`src/rtl/textlcd_pkg.sv`:
```
// Shared constants, state encodings and helpers for the 2x16 text LCD driver.
package textlcd_pkg;

  localparam logic [7:0] FUNC_SET    = 8'h38;
  localparam logic [7:0] DISP_ON     = 8'h0C;
  localparam logic [7:0] ENTRY_MODE  = 8'h06;
  localparam logic [7:0] CLEAR       = 8'h01;
  localparam logic [7:0] LINE1_ADDR  = 8'h80;
  localparam logic [7:0] LINE2_ADDR  = 8'hC0;
  localparam logic [7:0] ASCII_SPACE = 8'h20;

  typedef enum logic [2:0] {
    PWR_WAIT, INIT, SNAP, ADDR1, LINE1, ADDR2, LINE2, DIFF_IDLE
  } lcd_state_t;

  typedef enum logic [2:0] {
    WR_IDLE, WR_SETUP, WR_E_HIGH, WR_HOLD, WR_WAIT
  } wr_phase_t;

  // Power-on command list, indexed by init step.
  function automatic logic [7:0] init_cmd(input logic [1:0] step);
    case (step)
      2'd0:    return FUNC_SET;
      2'd1:    return DISP_ON;
      2'd2:    return ENTRY_MODE;
      default: return CLEAR;
    endcase
  endfunction

endpackage

```
`src/rtl/lcd_byte_writer.sv`:
```
// One HD44780 bus write: setup, E pulse, hold, then the command-dependent post-wait.
module lcd_byte_writer
  import textlcd_pkg::*;
#(
  parameter int unsigned SETUP_CYC      = 2,
  parameter int unsigned E_HIGH_CYC     = 12,
  parameter int unsigned HOLD_CYC       = 2,
  parameter int unsigned CMD_WAIT_CYC   = 1000,
  parameter int unsigned CLEAR_WAIT_CYC = 41000
) (
  input  logic       clk,
  input  logic       resetn,
  input  logic       start,
  input  logic       rs_in,
  input  logic [7:0] data_in,
  input  logic       long_wait,
  output logic       lcd_e,
  output logic       lcd_rs,
  output logic [7:0] lcd_data,
  output logic       done
);

  localparam int unsigned MAX_WAIT = (CLEAR_WAIT_CYC > CMD_WAIT_CYC) ? CLEAR_WAIT_CYC : CMD_WAIT_CYC;
  localparam int unsigned CNT_W    = $clog2(MAX_WAIT) + 1;
  localparam logic [CNT_W-1:0] SETUP_LD = CNT_W'(SETUP_CYC - 1);
  localparam logic [CNT_W-1:0] E_LD     = CNT_W'(E_HIGH_CYC - 1);
  localparam logic [CNT_W-1:0] HOLD_LD  = CNT_W'(HOLD_CYC - 1);
  // The cycle in which the sequencer's registered start arrives is the final
  // post-wait cycle, so the internal wait runs one short and writes stay back-to-back.
  localparam logic [CNT_W-1:0] CMD_LD   = CNT_W'(CMD_WAIT_CYC - 2);
  localparam logic [CNT_W-1:0] CLEAR_LD = CNT_W'(CLEAR_WAIT_CYC - 2);

  wr_phase_t        phase;
  logic [CNT_W-1:0] cnt;
  logic             long_q;

  always_ff @(posedge clk or negedge resetn) begin
    if (!resetn) begin
      phase    <= WR_IDLE;
      cnt      <= '0;
      long_q   <= 1'b0;
      lcd_e    <= 1'b0;
      lcd_rs   <= 1'b0;
      lcd_data <= 8'h00;
      done     <= 1'b0;
    end else begin
      done <= 1'b0;
      case (phase)
        WR_IDLE: if (start) begin
          lcd_rs   <= rs_in;
          lcd_data <= data_in;
          long_q   <= long_wait;
          cnt      <= SETUP_LD;
          phase    <= WR_SETUP;
        end
        WR_SETUP: if (cnt == '0) begin
          lcd_e <= 1'b1;
          cnt   <= E_LD;
          phase <= WR_E_HIGH;
        end else cnt <= cnt - 1'b1;
        WR_E_HIGH: if (cnt == '0) begin
          lcd_e <= 1'b0;
          cnt   <= HOLD_LD;
          phase <= WR_HOLD;
        end else cnt <= cnt - 1'b1;
        WR_HOLD: if (cnt == '0) begin
          cnt   <= long_q ? CLEAR_LD : CMD_LD;
          done  <= long_q ? (CLEAR_LD == '0) : (CMD_LD == '0);
          phase <= WR_WAIT;
        end else cnt <= cnt - 1'b1;
        WR_WAIT: if (cnt == '0) begin
          phase <= WR_IDLE;
        end else begin
          cnt  <= cnt - 1'b1;
          done <= (cnt == CNT_W'(1));
        end
        default: phase <= WR_IDLE;
      endcase
    end
  end

endmodule

```
`src/rtl/textlcd_driver.sv`:
```
// 2x16 character LCD driver: power-on init, then continuous refresh of a snapshot of textdata_a..h.
// Optional macro TEXTLCD_DIFF_UPDATE_EN skips frames identical to the last one written.
module textlcd_driver
  import textlcd_pkg::*;
#(
  parameter int unsigned POWERUP_CYC    = 375000,
  parameter int unsigned CMD_WAIT_CYC   = 1000,
  parameter int unsigned CLEAR_WAIT_CYC = 41000,
  parameter int unsigned SETUP_CYC      = 2,
  parameter int unsigned E_HIGH_CYC     = 12,
  parameter int unsigned HOLD_CYC       = 2
) (
  input  logic        clk,
  input  logic        resetn,
  input  logic [31:0] textdata_a,
  input  logic [31:0] textdata_b,
  input  logic [31:0] textdata_c,
  input  logic [31:0] textdata_d,
  input  logic [31:0] textdata_e,
  input  logic [31:0] textdata_f,
  input  logic [31:0] textdata_g,
  input  logic [31:0] textdata_h,
  output logic        lcd_e,
  output logic        lcd_rs,
  output logic        lcd_rw,
  output logic [7:0]  lcd_data,
  output logic        init_done,
  output logic        frame_done
);

  localparam int unsigned WAIT_MAX = (POWERUP_CYC > CMD_WAIT_CYC) ? POWERUP_CYC : CMD_WAIT_CYC;
  localparam int unsigned WAIT_W   = $clog2(WAIT_MAX) + 1;
  localparam logic [WAIT_W-1:0] PWR_LAST = WAIT_W'(POWERUP_CYC - 1);

  lcd_state_t        state;
  logic [1:0]        step;
  logic [3:0]        idx;
  logic [3:0]        idx_nxt;
  logic [WAIT_W-1:0] wait_cnt;
  logic [15:0][7:0]  text_l1, text_l2;
  logic [15:0][7:0]  snap_l1, snap_l2;
  logic              wr_start, wr_rs, wr_done;
  logic [7:0]        wr_data;

  // Element 15 is the leftmost character, so char index i selects element ~i.
  assign text_l1 = {textdata_a, textdata_b, textdata_c, textdata_d};
  assign text_l2 = {textdata_e, textdata_f, textdata_g, textdata_h};
  assign idx_nxt = idx + 4'd1;
  assign lcd_rw  = 1'b0;

`ifdef TEXTLCD_DIFF_UPDATE_EN
  localparam logic [WAIT_W-1:0] IDLE_LAST = WAIT_W'(CMD_WAIT_CYC - 1);
  logic [15:0][7:0] last_l1, last_l2;
  logic             last_valid;
`endif

  always_ff @(posedge clk or negedge resetn) begin
    if (!resetn) begin
      state      <= PWR_WAIT;
      step       <= 2'd0;
      idx        <= 4'd0;
      wait_cnt   <= '0;
      snap_l1    <= {16{ASCII_SPACE}};
      snap_l2    <= {16{ASCII_SPACE}};
      wr_start   <= 1'b0;
      wr_rs      <= 1'b0;
      wr_data    <= 8'h00;
      init_done  <= 1'b0;
      frame_done <= 1'b0;
`ifdef TEXTLCD_DIFF_UPDATE_EN
      last_l1    <= {16{ASCII_SPACE}};
      last_l2    <= {16{ASCII_SPACE}};
      last_valid <= 1'b0;
`endif
    end else begin
      wr_start   <= 1'b0;
      frame_done <= 1'b0;
      case (state)
        PWR_WAIT: if (wait_cnt == PWR_LAST) begin
          state    <= INIT;
          step     <= 2'd0;
          wr_start <= 1'b1;
          wr_rs    <= 1'b0;
          wr_data  <= init_cmd(2'd0);
        end else wait_cnt <= wait_cnt + 1'b1;
        INIT: if (wr_done) begin
          if (step == 2'd3) begin
            init_done <= 1'b1;
            state     <= SNAP;
`ifndef TEXTLCD_DIFF_UPDATE_EN
            wr_start  <= 1'b1;
            wr_rs     <= 1'b0;
            wr_data   <= LINE1_ADDR;
`endif
          end else begin
            step     <= step + 2'd1;
            wr_start <= 1'b1;
            wr_rs    <= 1'b0;
            wr_data  <= init_cmd(step + 2'd1);
          end
        end
        SNAP: begin
          snap_l1 <= text_l1;
          snap_l2 <= text_l2;
`ifdef TEXTLCD_DIFF_UPDATE_EN
          if (last_valid && text_l1 == last_l1 && text_l2 == last_l2) begin
            state    <= DIFF_IDLE;
            wait_cnt <= '0;
          end else begin
            state    <= ADDR1;
            wr_start <= 1'b1;
            wr_rs    <= 1'b0;
            wr_data  <= LINE1_ADDR;
          end
`else
          state <= ADDR1;
`endif
        end
        ADDR1: if (wr_done) begin
          state    <= LINE1;
          idx      <= 4'd0;
          wr_start <= 1'b1;
          wr_rs    <= 1'b1;
          wr_data  <= snap_l1[15];
        end
        LINE1: if (wr_done) begin
          idx      <= idx_nxt;
          wr_start <= 1'b1;
          if (idx == 4'd15) begin
            state   <= ADDR2;
            wr_rs   <= 1'b0;
            wr_data <= LINE2_ADDR;
          end else begin
            wr_rs   <= 1'b1;
            wr_data <= snap_l1[~idx_nxt];
          end
        end
        ADDR2: if (wr_done) begin
          state    <= LINE2;
          idx      <= 4'd0;
          wr_start <= 1'b1;
          wr_rs    <= 1'b1;
          wr_data  <= snap_l2[15];
        end
        LINE2: if (wr_done) begin
          idx <= idx_nxt;
          if (idx == 4'd15) begin
            frame_done <= 1'b1;
            state      <= SNAP;
`ifdef TEXTLCD_DIFF_UPDATE_EN
            last_l1    <= snap_l1;
            last_l2    <= snap_l2;
            last_valid <= 1'b1;
`else
            wr_start   <= 1'b1;
            wr_rs      <= 1'b0;
            wr_data    <= LINE1_ADDR;
`endif
          end else begin
            wr_start <= 1'b1;
            wr_rs    <= 1'b1;
            wr_data  <= snap_l2[~idx_nxt];
          end
        end
        DIFF_IDLE: begin
`ifdef TEXTLCD_DIFF_UPDATE_EN
          if (wait_cnt == IDLE_LAST) state <= SNAP;
          else wait_cnt <= wait_cnt + 1'b1;
`else
          state <= PWR_WAIT;
`endif
        end
        default: state <= PWR_WAIT;
      endcase
    end
  end

  lcd_byte_writer #(
    .SETUP_CYC      (SETUP_CYC),
    .E_HIGH_CYC     (E_HIGH_CYC),
    .HOLD_CYC       (HOLD_CYC),
    .CMD_WAIT_CYC   (CMD_WAIT_CYC),
    .CLEAR_WAIT_CYC (CLEAR_WAIT_CYC)
  ) u_writer (
    .clk       (clk),
    .resetn    (resetn),
    .start     (wr_start),
    .rs_in     (wr_rs),
    .data_in   (wr_data),
    .long_wait (!wr_rs && wr_data == CLEAR),
    .lcd_e     (lcd_e),
    .lcd_rs    (lcd_rs),
    .lcd_data  (lcd_data),
    .done      (wr_done)
  );

endmodule
```
`config.mk`:
```
export PLATFORM = sky130hd
export DESIGN_NAME = textlcd_driver
export DESIGN_NICKNAME = d
export VERILOG_FILES = /design/src/rtl/textlcd_pkg.sv /design/src/rtl/lcd_byte_writer.sv /design/src/rtl/textlcd_driver.sv
export SDC_FILE = /design/constraint.sdc
export NUM_CORES = 1
export LEC_CHECK = 0
export BUFFER_PORTS_ARGS = -buffer_cell sky130_fd_sc_hd__buf_2
export CAP_MARGIN = 15
export CORE_AREA = 4 4 190 155
export CTS_BUF_LIST = sky130_fd_sc_hd__clkbuf_8 sky130_fd_sc_hd__clkbuf_16
export DETAILED_ROUTE_END_ITERATION = 8
export DIE_AREA = 0 0 194 159
export GPL_ROUTABILITY_DRIVEN = 0
export PLACE_DENSITY_LB_ADDON = 0.25
export SYNTH_ARGS = -nofsm -noshare
export SYNTH_HDL_FRONTEND = slang
export SYNTH_HIERARCHICAL = 1
export SYNTH_SLANG_ARGS = --single-unit
```
`constraint.sdc`:
```
create_clock -name clk -period 2.91 [get_ports clk]
set_input_delay 0.4365 -clock clk [delete_from_list [all_inputs] [get_ports clk]]
set_output_delay 0.4365 -clock clk [all_outputs]
set_load 0.01 [all_outputs]
```
# == Word-level counts from Yosys, hierarchy flattened ==
# Cells that the tools add are included.
# Widths: inputs -> output; s select.
# classes
addsub,4
mul,0
div_mod_pow,0
n_lt_le_gt_ge,1
eq_ne,36
shifts,0
n_mux,62
bitwise,2
reduce_logical,26
# op_table
cell,count
$mux 8,11
$mux 17,5
$pmux 17 s5,1
$bmux 8 s4,2
$pmux 8 s6,1
$mux 3,14
$pmux 3 s8,1
$ne 2x1->1 const B,11
$add 20x1->20 const B,1
$eq 20x19->1 const B,1
$pmux 6 s3,1
$eq 17x1->1 const B,1
$logic_not 17->1,1
$sub 17x1->17 const B,1
$mux 16,1
$eq 3x3->1 const B,5
$pmux 3 s5,1
$mux 1,14
$ne 2x2->1 const B,7
$eq 3x2->1 const B,4
$reduce_and 3->1,4
$reduce_and 5->1,2
$reduce_and 9->1,1
$eq 8x1->1 const B,1
other kinds (28),39
# totals
regBits,329
latch_bits,0
mem_bits_rw,0
mem_bits_ro,0
inputBits,258
out_inout_bits,13
word_cells,179
mem_count,0

# == Depth between registers and ports, before layout ==
# Gate-level depths: netlist of the first run.
# depth
depth_word,7
ltp_mapped,9
ltp_nobuf,8

# == Modules after synthesis ==
# The synthesis of the first run kept the hierarchy.
# modules_own_cells
mod,n_inst,cells_per_inst,area_each_um2,seq_area_each_um2
textlcd_driver,1,929,13711.9,7472.2
lcd_byte_writer,1,190,1849.3,800.8

# == Worst setup path before layout of the first run ==
# Ideal clock, no wire load.
# synth_path
path_type,register to register
from,register idx[1]
to,register wr_data[4]
setup_ns,0.133
arrival_ns,2.430
required_time_ns,2.777
path_slack_ns,0.347
path_stages_with_launch,8
n_path_buf,2
period_less_slack_ns,2.563
cell_sequence,dfrtp_1 ha_1 buf_2 clkbuf_1 mux4_2 mux4_2 a2111oi_0 nor2_1
# synth_via
elab_chain_cells,7
elab_cells_between_ends,12
classes_between,add/sub: 1; eq/ne: 1; mux: 9; bitwise: 1
# synth_rtl
item,line_no,source
start: declaration,textlcd_driver.sv:37,logic [3:0] idx;
start signal: assignment,textlcd_driver.sv:127,idx <= idx_nxt;
start signal: assignment,textlcd_driver.sv:146,idx <= idx_nxt;
$add 4x1->4,textlcd_driver.sv:48,assign idx_nxt = idx + 4'd1;
$not 4->4,"textlcd_driver.sv:135, textlcd_driver.sv:162",
"$bmux 8 s4, on equally long branches","textlcd_driver.sv:162, textlcd_driver.sv:135",
"$mux 8, on equally long branches","textlcd_driver.sv:162, textlcd_driver.sv:135",
"$mux 8, on equally long branches","textlcd_driver.sv:147, textlcd_driver.sv:129",
"$mux 8, on equally long branches","textlcd_driver.sv:145, textlcd_driver.sv:126",
$pmux 8 s6 (*),textlcd_driver.sv:78,case (state)
end signal: assignment,textlcd_driver.sv:84,wr_data <= init_cmd(2'd0);
end signal: assignment,textlcd_driver.sv:143,wr_data <= snap_l2[15];
end signal: assignment,textlcd_driver.sv:162,wr_data <= snap_l2[~idx_nxt];
end: declaration,textlcd_driver.sv:43,logic [7:0] wr_data;
# Mark *: on every way between the ends. The rest lies on a longest branch, timed or not. The select of a mux whose other input is x is not followed.
# A chain may end at the register's enable or synchronous reset.

# == Final worst setup path of the first run ==
# layout_path
from,register idx[0]
to,register wr_data[6]
# Same word-level chain as after synthesis.

==> metrics.txt, run 1 <==
Clk Latency, worst-skew pair 580 ps; dpl cell area 17570 sq um; Seq pwr share 0.504; #FFs+latches synth about 330; die width slightly below 200 um; worst slew pin tran between 800 and 900 ps; status finished, final reports clean; worst hold path type in2reg; max-cap violations 0; leading cell types in the layout, fill and taps excluded dfrtp_1 (296), buf_2 (268), mux2_2 (266), mux4_2 (71), nand2_1 (59); WL met1 between 15000 and 20000 um; first-pass GRT wire length about 65000 um; Worst-path clk slew ~70 ps; P_leak 8.967 nW; VDD IR max about 0.00051 V; Starting DRT DRC Count about 1100; Top Layer Used met5; prevailing post-synth register cell dfrtp_1; met3 routed WL between 2000 and 3000 um; sequential area share after synthesis 0.5316; post-synthesis mux area share 0.3049; pwr/cell area approximately 490 nW/um^2; DRT Pass-1 Iters 5; TritonCTS clock tree yes; Synth Area in Compound Gates 0.05701; Final period util 0.9316; Sw Pwr roughly 1.9 mW; Final Cell Area around 19000 sq um; syn nets approximately 1400; FF-to-FF End wr_data[6]; startpoint types register; Starting Density 0.5701; Core ar. ~27000 sq um; critical path peak fanout 36; HP Start textdata_g[26]; WL per Instance roughly 23 um; drt via density ~6.1; overflow left after global routing 0; Worst R2R Path Depth 6; layout overhead on the synthesized area 19.88%; CTS Buf Count 31; WHS Endpoint snap_l2[58]; count of cell types in the netlist 66; YS warnings 6; Tmin final 2711 ps; clock skew around 26 ps; WS Path Type reg2reg; Detail Route Antenna Nets 0; HPWL Detailed 30970 um; die area ~30000 sq um; EDFF count, synth 0; clock power share 0.461; Setup Viol. Count Final 0; crit path capture type register; met2 wire len roughly 19000 um; DRC viols 0; Clock Path Buffers 3; initial antenna violation count 6; pin count of the biggest net entering global routing 98; post-synthesis cell count around 1100; commonest non-fill, non-tap cell in the layout dfrtp_1; Rel. slew slack 0.4159; # rows 54; Buffers on Ports around 270; register-to-register setup slack ~200 ps; vias in the first global route around 11000; filler cell count between 1500 and 2000; RR Startpoint idx[0]; fraction of layout cells with a size suffix above 1 0.5281; Internal roughly 7.1 mW; nets roughly 1700; Setup WS pre-CTS around 210 ps; DRT Wirelength around 42000 um; RSZ-0062 raised after global routing no; largest family of logic cells by synthesized area multiplexers; adder-cell area share of the yosys netlist 0.007236; Syn Area/Cell 13.91 sq um; total chip power 9.080 mW; fraction of registers with async set/reset 1.000; CTS Root Cell clkbuf_16; Logic pwr share 0.035; Hold Path Cell Cnt 2; Achievable Freq around 370 MHz; XOR/XNOR Fraction of Synth Area 0.01632; Finished Core Util 0.6834; final setup margin 199.1 ps; setup_tns 0 ps; multi-input logic area 6969 sq um; die height 159 um; Reg area between 8000 and 9000 sq um; Clock Sinks approximately 330; Synth Cell Area approximately 16000 sq um; H-tree depth 1; max-slew violations 0; arrival time at the worst endpoint around 3100 ps; total track usage 0.2646; CP required between 3000 and 4000 ps; num ports approximately 270; sw frac 0.2141; Simple-Gate Fraction of Synth Area 0.05942; Hold Violations, Final 0; via count roughly 11000
==> metrics by stage <==
step	hold slack, ps	std cells
floorplan	140.9	1119
global placement	457.6	1730
detailed placement	463.0	1730
CTS	58.61	1788
global route	67.20	1791
finish	80.45	1791
==> critical path: stages (launching register included) <==
cell and delay, ps:
dfrtp_4 510, ha_4 530, buf_12 280, mux4_2 330
mux4_2 500, o211ai_1 250, o211ai_1 140
==> power groups by stage <==
stage | Combinational [mW] | Sequential, mW | Clock, mW
after detailed placement | 0.324 | 4.66 | 0
after global placement | 0.325 | 4.66 | 0
final | 0.320 | 4.58 | 4.19
after global routing | 0.352 | 4.57 | 4.45
after CTS | 0.327 | 4.57 | 4.25
after floorplan | 0.00446 | 4.66 | 0
==> cell type report <==
cell class | instances | area share
diodes | 3 | 0.0004024
clock buffers | 39 | 0.04749
clock inverters | 18 | 0.009592
inverters | 15 | 0.003018
multi-input cells | 707 | 0.3736
flip-flops and latches | 329 | 0.4437
well taps | 364 | 0.02441
repair buffers | 316 | 0.09779
==> worst max-delay path by stage <==
stage            from    endpoint
5_1_grt        idx[0]  wr_data[6]
4_1_cts        idx[0]  wr_data[6]
6_report       idx[0]  wr_data[6]
2_1_floorplan  idx[1]  wr_data[4]
3_5_place_dp   idx[0]  wr_data[6]
3_3_place_gp   idx[0]  wr_data[6]
==> sequential cells by signal, indices dropped and copies added (netlist names) <==
name               flops
snap_l1              128
snap_l2              128
wait_cnt              20
u_writer/cnt          17
u_writer/lcd_data      8
wr_data                8
idx                    4
state                  3
u_writer/phase         3
step                   2
frame_done             1
init_done              1
u_writer/done          1
u_writer/lcd_e         1
u_writer/lcd_rs        1
u_writer/long_q        1
wr_rs                  1
wr_start               1
==> metal layers <==
layer  GRT usage  vias up
met5     0.01543        -
met1      0.4021     5594
met3     0.04845       59
met4     0.05942        8
met2      0.4029      443
li1            -     4768
==> repair_timing <==
action,CTS,global route
resized for setup,0,0
hold buffers,1,0
hold endpoints to repair,74,0
buffers inserted,0,0
==> cells by family after synthesis <==
| kind of cell | after synthesis |
|---|---|
| xor+xnor | 29 |
| buf+inv | 83 |
| other cells | 1 |
| simple gates | 185 |
| fa+ha+maj | 9 |
| mux | 352 |
| flops | 329 |
| compound gates | 131 |
==> synthesized netlist by cell type (3+ instances only) <==
cell type  instances  area share
dfrtp_1          297        0.48
mux2_2           266        0.19
mux4_2            71        0.10
nand2_1           59       0.014
clkbuf_1          48       0.012
o21ai_0           36       0.012
nor2_1            35      0.0084
dfstp_2           32       0.054
a21oi_1           19      0.0061
xnor2_1           19       0.011
nand3_1           18      0.0058
nor3_1            17      0.0055
mux2i_1           15      0.0096
inv_1             13      0.0031
buf_2             10      0.0032
xor2_1            10      0.0056
ha_1               9      0.0072
a31oi_1            8      0.0032
a211oi_1           6      0.0029
nor4_1             6      0.0024
o211ai_1           6      0.0029
a221oi_1           5      0.0028
a22oi_1            5      0.0024
a32oi_1            5      0.0028
and3_1             5      0.0020
nand4_1            5      0.0020
o22ai_1            5      0.0020
o31ai_1            5      0.0024
or2_2              5      0.0020
or4_1              5      0.0024
and2_1             4      0.0016
buf_1              4     0.00096
buf_6              4      0.0029
nor2b_1            4      0.0016
nor3b_1            4      0.0019
a2111oi_0          3      0.0017
a211o_1            3      0.0017
a22o_1             3      0.0017
a41o_1             3      0.0019
nor4b_1            3      0.0017
o221ai_1           3      0.0017
o2bb2ai_1          3      0.0017
or3_1              3      0.0012
No activity file was read; power rests on OpenSTA's default activity.
==> run 2: changes to the inputs <==
--- a/config.mk
+++ b/config.mk
@@ -5,12 +5,13 @@
 export SDC_FILE = /design/constraint.sdc
 export NUM_CORES = 1
 export LEC_CHECK = 0
+export ABC_AREA = 1
 export BUFFER_PORTS_ARGS = -buffer_cell sky130_fd_sc_hd__buf_2
 export CAP_MARGIN = 15
-export CORE_AREA = 4 4 190 155
+export CORE_AREA = 4 4 196 160
 export CTS_BUF_LIST = sky130_fd_sc_hd__clkbuf_8 sky130_fd_sc_hd__clkbuf_16
 export DETAILED_ROUTE_END_ITERATION = 8
-export DIE_AREA = 0 0 194 159
+export DIE_AREA = 0 0 200 164
 export GPL_ROUTABILITY_DRIVEN = 0
 export PLACE_DENSITY_LB_ADDON = 0.25
 export SYNTH_ARGS = -nofsm -noshare
==> run 2 against run 1 <==
  * First-iteration DRC count is 7.5% higher
  * Routed wire length rose by 12%
  * Die area increased by 6.3%
  * Synthesized cell count increased by 67%
  * Register-to-register slack better by 460 ps
  * Sequential share of layout area fell by 1.8 points
  * Sequential power grew 6.1%
==> metrics.txt, run 2 <==
status finished, final reports clean; #FFs+latches synth ~330; die area around 33000 sq um; overflow left after global routing 0; top-area cell type share of the netlist area 0.4477; Seq pwr share 0.496; Clock Path Buffers 3; P_leak about 9.5 nW; clock skew about 14 ps; worst slew pin tran 759.9 ps; Final period util 0.7745; Buffers on Ports roughly 270; sequential area share after synthesis 0.4983; max-cap violations 0; Hold Violations, Final 0; startpoint types register; Post-CTS Resized 0; Tmin final approximately 2300 ps; die width 200 um; die height about 160 um; drt via density 5.635; crit path capture type register; HP Start textdata_g[19]; vias in the first global route around 14000; fraction of layout cells with a size suffix above 1 0.2760; Detail Route Antenna Nets 0; DRC viols 0; via count around 14000; Syn Area/Cell approximately 8.9 sq um; Clk Latency, worst-skew pair between 500 and 600 ps; leading cell types in the layout, fill and taps excluded nand2_1 (311), dfrtp_1 (296), buf_2 (268), nor2_1 (246), inv_1 (164); Rel. slew slack 0.4934; HPWL Detailed roughly 34000 um; Setup Viol. Count Final 0; Worst-path clk slew around 60 ps; prevailing post-synth register cell dfrtp_1; Logic pwr share 0.061; EDFF count, synth 0; # rows 56; Core ar. 29220 sq um; sw frac 0.2290; syn nets between 2000 and 2500; first-pass GRT wire length 74000 um; DRT Pass-1 Iters 5; H-tree depth 2; Sw Pwr roughly 2.2 mW; CP required between 3000 and 4000 ps; Synth Cell Area between 15000 and 20000 sq um; worst hold path type in2reg; fraction of registers with async set/reset 1.000; critical path peak fanout a little over 90; CTS Root Cell clkbuf_16; ranking of synthesized cells by area dfrtp_1 (45%), mux2_2 (10%), nand2_1 (7.1%); total track usage 0.2858; RSZ-0062 raised after global routing no; max-slew violations 0; post-synthesis mux area share 0.1011; Clock Sinks 329; filler cell count 2348; Simple-Gate Fraction of Synth Area 0.2046; largest family of logic cells by synthesized area simple AND/OR/NAND/NOR gates; initial antenna violation count 5; RR Startpoint idx[0]; WL per Instance between 15 and 20 um; Starting DRT DRC Count approximately 1200; arrival time at the worst endpoint 2670 ps; final setup margin roughly 660 ps; Achievable Freq roughly 440 MHz; clock power share 0.444; DRT Wirelength between 40000 and 50000 um; layout overhead on the synthesized area 17.06%; biggest regs snap_l1 x128, snap_l2 x128, wait_cnt x20; YS warnings 6; most frequent cell after synthesis nand2_1; CTS Buf Count 35; XOR/XNOR Fraction of Synth Area 0.01990; count of cell types in the netlist 53; Setup WS pre-CTS approximately 740 ps; Reg area approximately 8300 sq um; multi-input logic area around 7000 sq um; commonest non-fill, non-tap cell in the layout nand2_1; adder-cell area share of the yosys netlist 0.006783; Starting Density 0.5682; num ports around 270; Worst Setup SP idx[0]; most common library cells after synthesis nand2_1 (312), dfrtp_1 (297), nor2_1 (246); largest area contributor in the netlist dfrtp_1; nets around 2400; VDD IR max about 0.00038 V; Internal 7.568 mW; post-synthesis cell count ~1900; setup_tns 0 ps; WS Path Type reg2reg; Synth Area in Compound Gates 0.09602; pwr/cell area between 500 and 600 nW/um^2; TritonCTS clock tree yes; pin count of the biggest net entering global routing ~130
==> run 2: changes by cell type in the layout (fill, tap and decap cells not counted), sizes merged, moves of 15 or more <==
cell and change:
nand3 +143, o21ai +50, o211ai +34, a21oi +131
mux2 -117, inv +157, buf -15, mux2i -15
nor2 +223, mux4 -71, nand2 +257
==> run 2: power groups by stage <==
stage	logic (mW)	registers, mW	clock network, mW
3_3_place_gp	0.579	4.94	0
2_1_floorplan	0.231	4.90	0
6_report	0.595	4.86	4.36
3_5_place_dp	0.596	4.94	0
5_1_grt	0.667	4.88	4.63
4_1_cts	0.602	4.86	4.42
==> run 2: through the flow <==
step | utilization | cells | hold slack (ps) | instance area [sq um] | power [mW]
6_report | 0.6651 | 2506 | 144.6 | 19430 | 9.815
5_1_grt | 0.6651 | 2506 | 138.3 | 19430 | 10.17
3_3_place_gp | 0.6262 | 2441 | 421.0 | 18300 | 5.515
2_1_floorplan | - | 1864 | 140.9 | 16600 | 5.133
3_5_place_dp | 0.6262 | 2441 | 432.0 | 18300 | 5.538
4_1_cts | 0.6649 | 2504 | 129.0 | 19430 | 9.884
==> run 2: cell type report <==
| class | instances | share of cell area |
|---|---|---|
| diodes | 2 | 0.0002575 |
| clock buffers | 42 | 0.05119 |
| clock inverters | 20 | 0.006439 |
| inverters | 174 | 0.03361 |
| multi-input cells | 1261 | 0.3683 |
| flip-flops and latches | 329 | 0.4259 |
| well taps | 377 | 0.02427 |
| repair buffers | 301 | 0.09001 |
==> run 2: layer usage <==
metal | GRT usage | up-vias | share of wire
met3 | 0.06522 | 105 | 0.088
met4 | 0.08981 | 6 | 0.031
met5 | 0 | - | 0.00051
met2 | 0.4301 | 602 | 0.44
li1 | - | 6608 | -
met1 | 0.4158 | 6801 | 0.45
==> run 2: worst max-delay path, stage by stage, from the launching register on <==
cell and delay [ps]:
dfrtp_4 540, ha_4 310, buf_12 350, a21oi_1 110, o21ai_0 160, nand3_1 120, nand3_1 100, nand2_1 70
nand2_1 120, nand3_1 80, nand2_1 60, inv_1 40
==> run 2: repair_timing <==
item / in CTS / in global routing
hold buffers: 1 / 0
setup buffers: 0 / 0
endpoints found under the setup margin: 0 / 0
endpoints found under the hold margin: 51 / 0
==> run 2: logic make-up (layout without fill, tap and decap cells) <==
group / Yosys count / in the layout
AOI/OAI and AO/OA: 291 / 291
muxes: 149 / 149
DFF: 329 / 329
buffers and inverters: 274 / 537
adders and majority gates: 9 / 9
and+or+nand+nor: 778 / 778
other: 1 / 3
xor gates and xnor gates: 33 / 33
==> run 2: worst paths after layout <==
path	to	slack [ps]	cells past startpoint
max	wr_data[3]	660	11
min	snap_l2[51]	140	2
max reg2reg	wr_data[3]	660	11
min reg2reg	snap_l2[77]	470	2
max in group asynchronous	snap_l1[125]	1590	3
min in group asynchronous	snap_l2[46]	470	2
